===== src/rtl/id_pkg.sv =====
// Shared constants for the decode-stage resolution logic: field widths and
// the branch/jump operation encodings carried on br_op.
package id_pkg;

  localparam int unsigned BROP_W = 4;
  localparam int unsigned RA_W   = 5;

  localparam logic [BROP_W-1:0] BR_NONE = 4'd0;
  localparam logic [BROP_W-1:0] BR_BEQ  = 4'd1;
  localparam logic [BROP_W-1:0] BR_BNE  = 4'd2;
  localparam logic [BROP_W-1:0] BR_BLEZ = 4'd3;
  localparam logic [BROP_W-1:0] BR_BGTZ = 4'd4;
  localparam logic [BROP_W-1:0] BR_BLTZ = 4'd5;
  localparam logic [BROP_W-1:0] BR_BGEZ = 4'd6;
  localparam logic [BROP_W-1:0] BR_J    = 4'd7;
  localparam logic [BROP_W-1:0] BR_JR   = 4'd8;

  // Conditional branches share the PC-relative target computation.
  function automatic logic is_cond_branch(input logic [BROP_W-1:0] op);
    return (op >= BR_BEQ) && (op <= BR_BGEZ);
  endfunction

endpackage


===== src/rtl/fwd_mux.sv =====
// Per-operand bypass selector: picks the youngest in-flight producer of a
// source register, falling back to the register-file read data.
module fwd_mux
  import id_pkg::*;
(
  input  logic [RA_W-1:0] ra,
  input  logic [31:0]     rf_rd,
  input  logic            ex_we,
  input  logic            ex_load,
  input  logic [RA_W-1:0] ex_wa,
  input  logic [31:0]     ex_alu,
  input  logic            mem_we,
  input  logic            mem_load,
  input  logic [RA_W-1:0] mem_wa,
  input  logic [31:0]     mem_alu,
  input  logic [31:0]     mem_rdata,
  input  logic            wb_we,
  input  logic [RA_W-1:0] wb_wa,
  input  logic [31:0]     wb_data,
  output logic [31:0]     fwd
);

  logic ra_nz;
  logic hit_ex;
  logic hit_mem;
  logic hit_wb;

  assign ra_nz   = (ra != '0);
  // A load in EX has no data yet; the hazard logic stalls instead.
  assign hit_ex  = ra_nz && ex_we && !ex_load && (ex_wa == ra);
  assign hit_mem = ra_nz && mem_we && (mem_wa == ra);
  assign hit_wb  = ra_nz && wb_we && (wb_wa == ra);

  always_comb begin
    fwd = rf_rd;
    if (hit_ex)
      fwd = ex_alu;
    else if (hit_mem)
      fwd = mem_load ? mem_rdata : mem_alu;
    else if (hit_wb)
      fwd = wb_data;
  end

endmodule


===== src/rtl/id_resolve_unit.sv =====
// ID-stage resolution: immediate extension, operand bypassing, load-use
// stall detection, branch/jump evaluation and a saturating stall counter.
module id_resolve_unit
  import id_pkg::*;
(
  input  logic              clk,
  input  logic              rst,
  input  logic [BROP_W-1:0] br_op,
  input  logic [31:0]       pc_plus4,
  input  logic [15:0]       branch_offset,
  input  logic [25:0]       jump_target,
  input  logic [15:0]       imm,
  input  logic              imm_sign,
  input  logic [RA_W-1:0]   ra1,
  input  logic [RA_W-1:0]   ra2,
  input  logic              use1,
  input  logic              use2,
  input  logic [31:0]       rf_rd1,
  input  logic [31:0]       rf_rd2,
  input  logic              ex_we,
  input  logic              ex_load,
  input  logic [RA_W-1:0]   ex_wa,
  input  logic [31:0]       ex_alu,
  input  logic              mem_we,
  input  logic              mem_load,
  input  logic [RA_W-1:0]   mem_wa,
  input  logic [31:0]       mem_alu,
  input  logic [31:0]       mem_rdata,
  input  logic              wb_we,
  input  logic [RA_W-1:0]   wb_wa,
  input  logic [31:0]       wb_data,
  output logic [31:0]       imm_ext,
  output logic [31:0]       rd1,
  output logic [31:0]       rd2,
  output logic              pause,
  output logic              br_taken,
  output logic [31:0]       br_target,
  output logic [31:0]       stall_cnt
);

  assign imm_ext = imm_sign ? {{16{imm[15]}}, imm} : {16'h0000, imm};

  fwd_mux u_fwd1 (
    .ra        (ra1),
    .rf_rd     (rf_rd1),
    .ex_we     (ex_we),
    .ex_load   (ex_load),
    .ex_wa     (ex_wa),
    .ex_alu    (ex_alu),
    .mem_we    (mem_we),
    .mem_load  (mem_load),
    .mem_wa    (mem_wa),
    .mem_alu   (mem_alu),
    .mem_rdata (mem_rdata),
    .wb_we     (wb_we),
    .wb_wa     (wb_wa),
    .wb_data   (wb_data),
    .fwd       (rd1)
  );

  fwd_mux u_fwd2 (
    .ra        (ra2),
    .rf_rd     (rf_rd2),
    .ex_we     (ex_we),
    .ex_load   (ex_load),
    .ex_wa     (ex_wa),
    .ex_alu    (ex_alu),
    .mem_we    (mem_we),
    .mem_load  (mem_load),
    .mem_wa    (mem_wa),
    .mem_alu   (mem_alu),
    .mem_rdata (mem_rdata),
    .wb_we     (wb_we),
    .wb_wa     (wb_wa),
    .wb_data   (wb_data),
    .fwd       (rd2)
  );

  logic load_in_ex;
  assign load_in_ex = ex_we && ex_load && (ex_wa != '0);
  assign pause = load_in_ex &&
                 ((use1 && (ex_wa == ra1)) || (use2 && (ex_wa == ra2)));

  logic        cond;
  logic [31:0] rel_target;
  logic [31:0] abs_target;
  logic        rd1_zero;
  logic        rd1_neg;

  assign rel_target = pc_plus4 + {{14{branch_offset[15]}}, branch_offset, 2'b00};
  assign abs_target = {pc_plus4[31:28], jump_target, 2'b00};
  assign rd1_zero   = (rd1 == '0);
  assign rd1_neg    = rd1[31];

  always_comb begin
    cond = 1'b0;
    unique case (br_op)
      BR_BEQ:  cond = (rd1 == rd2);
      BR_BNE:  cond = (rd1 != rd2);
      BR_BLEZ: cond = rd1_neg || rd1_zero;
      BR_BGTZ: cond = !rd1_neg && !rd1_zero;
      BR_BLTZ: cond = rd1_neg;
      BR_BGEZ: cond = !rd1_neg;
      BR_J:    cond = 1'b1;
      BR_JR:   cond = 1'b1;
      default: cond = 1'b0;
    endcase
  end

  always_comb begin
    br_target = pc_plus4;
    if (is_cond_branch(br_op))
      br_target = rel_target;
    else if (br_op == BR_J)
      br_target = abs_target;
    else if (br_op == BR_JR)
      br_target = rd1;
  end

  assign br_taken = cond && !pause;

  always_ff @(posedge clk or negedge rst) begin
    if (!rst)
      stall_cnt <= '0;
    else if (pause && (stall_cnt != '1))
      stall_cnt <= stall_cnt + 32'd1;
  end

endmodule


===== config.mk =====
export PLATFORM = sky130hd
export DESIGN_NAME = id_resolve_unit
export DESIGN_NICKNAME = d
export VERILOG_FILES = /design/src/rtl/id_pkg.sv /design/src/rtl/fwd_mux.sv /design/src/rtl/id_resolve_unit.sv
export SDC_FILE = /design/constraint.sdc
export NUM_CORES = 1
export LEC_CHECK = 0
export CORE_AREA = 5 5 186 188
export CTS_BUF_LIST = sky130_fd_sc_hd__clkbuf_8 sky130_fd_sc_hd__clkbuf_16
export DETAILED_ROUTE_END_ITERATION = 12
export DIE_AREA = 0 0 191 193
export PLACE_DENSITY_LB_ADDON = 0.08
export RECOVER_POWER = 50
export SYNTH_ARGS = -nofsm -noshare
export SYNTH_HDL_FRONTEND = slang
export SYNTH_HIERARCHICAL = 1
export SYNTH_SLANG_ARGS = --single-unit

===== constraint.sdc =====
create_clock -name clk -period 4.97 [get_ports clk]
set_clock_uncertainty 0.15 [all_clocks]
set_input_delay 0.994 -clock clk [delete_from_list [all_inputs] [get_ports clk]]
set_output_delay 0.994 -clock clk [all_outputs]
set_load 0.01 [all_outputs]

==> metrics.md <==
| Metric | Value |
|---|---|
| Cell variety after synth | 60 |
| Fillers | 3226 |
| Largest regs | stall_cnt: 32 flops |
| GPL Wtd Cong | 0.908 |
| Sum Neg Setup Slack | -720 ps |
| Commonest cells post-synth | 88 x nand3_1, 71 x xor2_1, 67 x mux2i_1 |
| CTS tree | done |
| Lkg Pwr | 6.75 nW |
| Setup crit end kind | output pin |
| Final Max Tran Viols | 33 |
| Drt pass-1 iters | 5 |
| Total Routing Usage GR | 23.6% |
| Min setup slack post-route | -720 ps |
| Synth top area share | 11.5% |
| Worst min path class | flop to flop |
| Count of non-filler cells in the finished layout | 2034 |
| Pwr Density | 132 mW/mm2 |
| Max FFs per register | 32 |
| Clk slew on worst S/H paths | 50 ps |
| Top reg by flops | stall_cnt |
| Buffers on Ports | 452 |
| Mapped Area | 0.00786 mm2 |
| Cells after Synth | 922 |
| DR WL/cell | 23.3 um |
| Worst VDD drop | 0.120 mV |
| Clock sink count | 32 |
| Vias in the first global route | 10514 |
| GR Overflow Total | 0 |
| Async S/R FF share, synth | 100% |
| Synthesized area per cell | 8.52 um2 |
| Root Buffer | clkbuf_16 |
| Initial antenna violation count | 17 |
| Clock Path Buffers | 2 |
| Yosys top cell by area | mux2_4 |
| FP Rows | 67 |
| First DRT Iteration DRCs | 521 |
| Area of the core | 0.0329 mm2 |
| Failing checks | capacitance limit, slew limit, setup timing |
| Worst path cell trace | clkbuf_2 > buf_6 > or4_4 > nor2_4 > nor3_4 > buf_12 > buf_16 > buf_8 > buf_4 > mux2_4 > o221a_1 > xor2_1 > nor4_2 > nand4_1 > o31ai_4 > a21oi_1 > o22a_1 > a211oi_2 > buf_4 |
| Net Count, Synth | 1274 |
| Part of the Yosys area used for sequential elements | 10.2% |
| RSZ-0062 raised after global routing | yes |
| Clk_lat worst skew | 280 ps |
| Finished Core Util | 47.8% |
| Min Tclk post-route | 5690 ps |
| Main synth FF type | dfrtp_1 |
| Antenna-violating nets left | 0 |
| Most common cell in the netlist | nand3_1 |
| Rel. slew slack | -17.9% |
| Largest net degree at the start of global routing | 42 |
| WL final | 47300 um |
| Worst Tran Pin Value | 1770 ps |
| H-tree depth | 2 |
| Hold WS | 339 ps |
| Max Freq | 176 MHz |
| Starting density of the core | 23.9% |
| Maxcap violations | 1 |
| Total number of vias | 10200 |
| Area Growth Syn to Fin | 100% |
| Pre-CTS WS | -1710 ps |
| First-pass GRT wire length | 66500 um |
| Cts hold-fix bufs | 0 |
| Nets@finish | 1926 |
| Max incr delay on CP | 520 ps |
| Status | finished with violations |
| CP dominant cell by count | buf_4 |
| Final Hold Vio Count | 0 |
| I/O Pins | 483 |
| Crit Path Class | primary input to output pin |
| Layout cells sized above 1 | 31.2% |
| CP startpoint kind | primary input |
| Synth warn | 6 |
| Worst path required time | 3830 ps |
| Post-synthesis register bit count | 32 |
| EDFF count, synth | 0 |
| CP max-delay cell | or4_4 |
| Fin crit share | 114% |
| HPWL Detailed | 39300 um |
| # DRC | 0 |
| Cts bufs inserted | 5 |
| Die ar. | 0.0369 mm2 |
| Vias per Instance | 5.01 |
| Setup Viol. Count Final | 1 |
| CP Max Fanout | 7 |
| Die height | 193 um |
| CP arrival | 4550 ps |
| Die width | 191 um |
| Top cells by area, synth | mux2_4 11%, dfrtp_1 10%, o221a_1 8.6% |
| Placed Cells | 1975 |
final cells by class:
class	instances	area [um2]	area share [%]
clock buffer	5	125	0.794
multi-input combinational	788	7200	45.7
clock inverter	3	42.5	0.270
inverter	8	30.0	0.191
tap	448	561	3.56
antenna	11	27.5	0.175
timing repair buffer	739	6970	44.2
sequential	32	801	5.08
per-layer routing:
layer	global-route usage [%]	routed length, um	share of wire, %	vias to the layer above
met1	30.5	20400	43	4845
met3	4.83	3010	6.4	62
met2	41.1	22900	48	394
met4	4.36	883	1.9	16
li1	-	-	-	4883
met5	0	125	0.26	-
path summary, 6_finish.rpt:
check	slack (ps)	startpoint	cells past startpoint	to
max	-720	ra2[3]	19	br_taken
min	340	stall_cnt[11]$_DFFE_PN0P_	1	stall_cnt[11]$_DFFE_PN0P_
max reg2reg	2170	stall_cnt[9]$_DFFE_PN0P_	9	stall_cnt[29]$_DFFE_PN0P_
min reg2reg	340	stall_cnt[11]$_DFFE_PN0P_	1	stall_cnt[11]$_DFFE_PN0P_
max in group asynchronous	2080	rst	2	stall_cnt[15]$_DFFE_PN0P_
min in group asynchronous	1560	rst	2	stall_cnt[20]$_DFFE_PN0P_
timing repair:
item / CTS / global route
pin swaps: 27 / 40
setup buffers: 18 / 21
resized for setup: 183 / 88
endpoints found under the setup margin: 61 / 39
cloned: 1 / 3
logic make-up (layout without fill, tap and decap cells):
kind of cell,Yosys count,count (layout),share of synthesized area [%]
muxes,132,132,20.7
buffers and inverters,102,755,7.44
other,0,11,0
DFF,32,32,10.2
xor gates and xnor gates,127,127,14.2
adders and majority gates,31,31,5.03
AOI/OAI and AO/OA,248,248,24.9
and+or+nand+nor,250,250,17.5
report_power, final:
| part | leakage [nW] | internal (mW) | switching, mW |
|---|---|---|---|
| clock | 0.0799 | 0.235 | 0.117 |
| combinational | 6.22 | 0.820 | 0.636 |
| sequential | 0.446 | 0.266 | 0.00618 |
critical path: cells and delay by family:
kind	cells	cell delay, ps
buffers and inverters	7	910
AO/OA/AOI/OAI	5	1000
AND/OR/NAND/NOR	5	1170
XOR/XNOR	1	160
multiplexers	1	290
cell usage in the layout, fill, tap and decap left out, types with 26 or more instances in the layout:
master / Yosys / final
xor2_1: 71 / 69
buf_4: 33 / 251
dfrtp_1: 32 / 32
dlygate4sd2_1: 0 / 29
nand2_1: 34 / 35
a22o_1: 26 / 26
dlygate4sd3_1: 0 / 37
clkdlybuf4s50_1: 0 / 347
nand3_1: 88 / 88
o221a_1: 60 / 37
mux2_4: 60 / 60
mux2i_1: 67 / 67
xnor2_1: 56 / 55
a21oi_1: 54 / 43
metrics by stage:
stage | instance area (um2) | power [mW]
finish | 15800 | 2.08
global route | 15700 | 2.20
CTS | 15200 | 2.05
detailed placement | 14500 | 1.67
global placement | 14500 | 1.67
floorplan | 7860 | 0.825
Power figures use the tool's default switching activity.
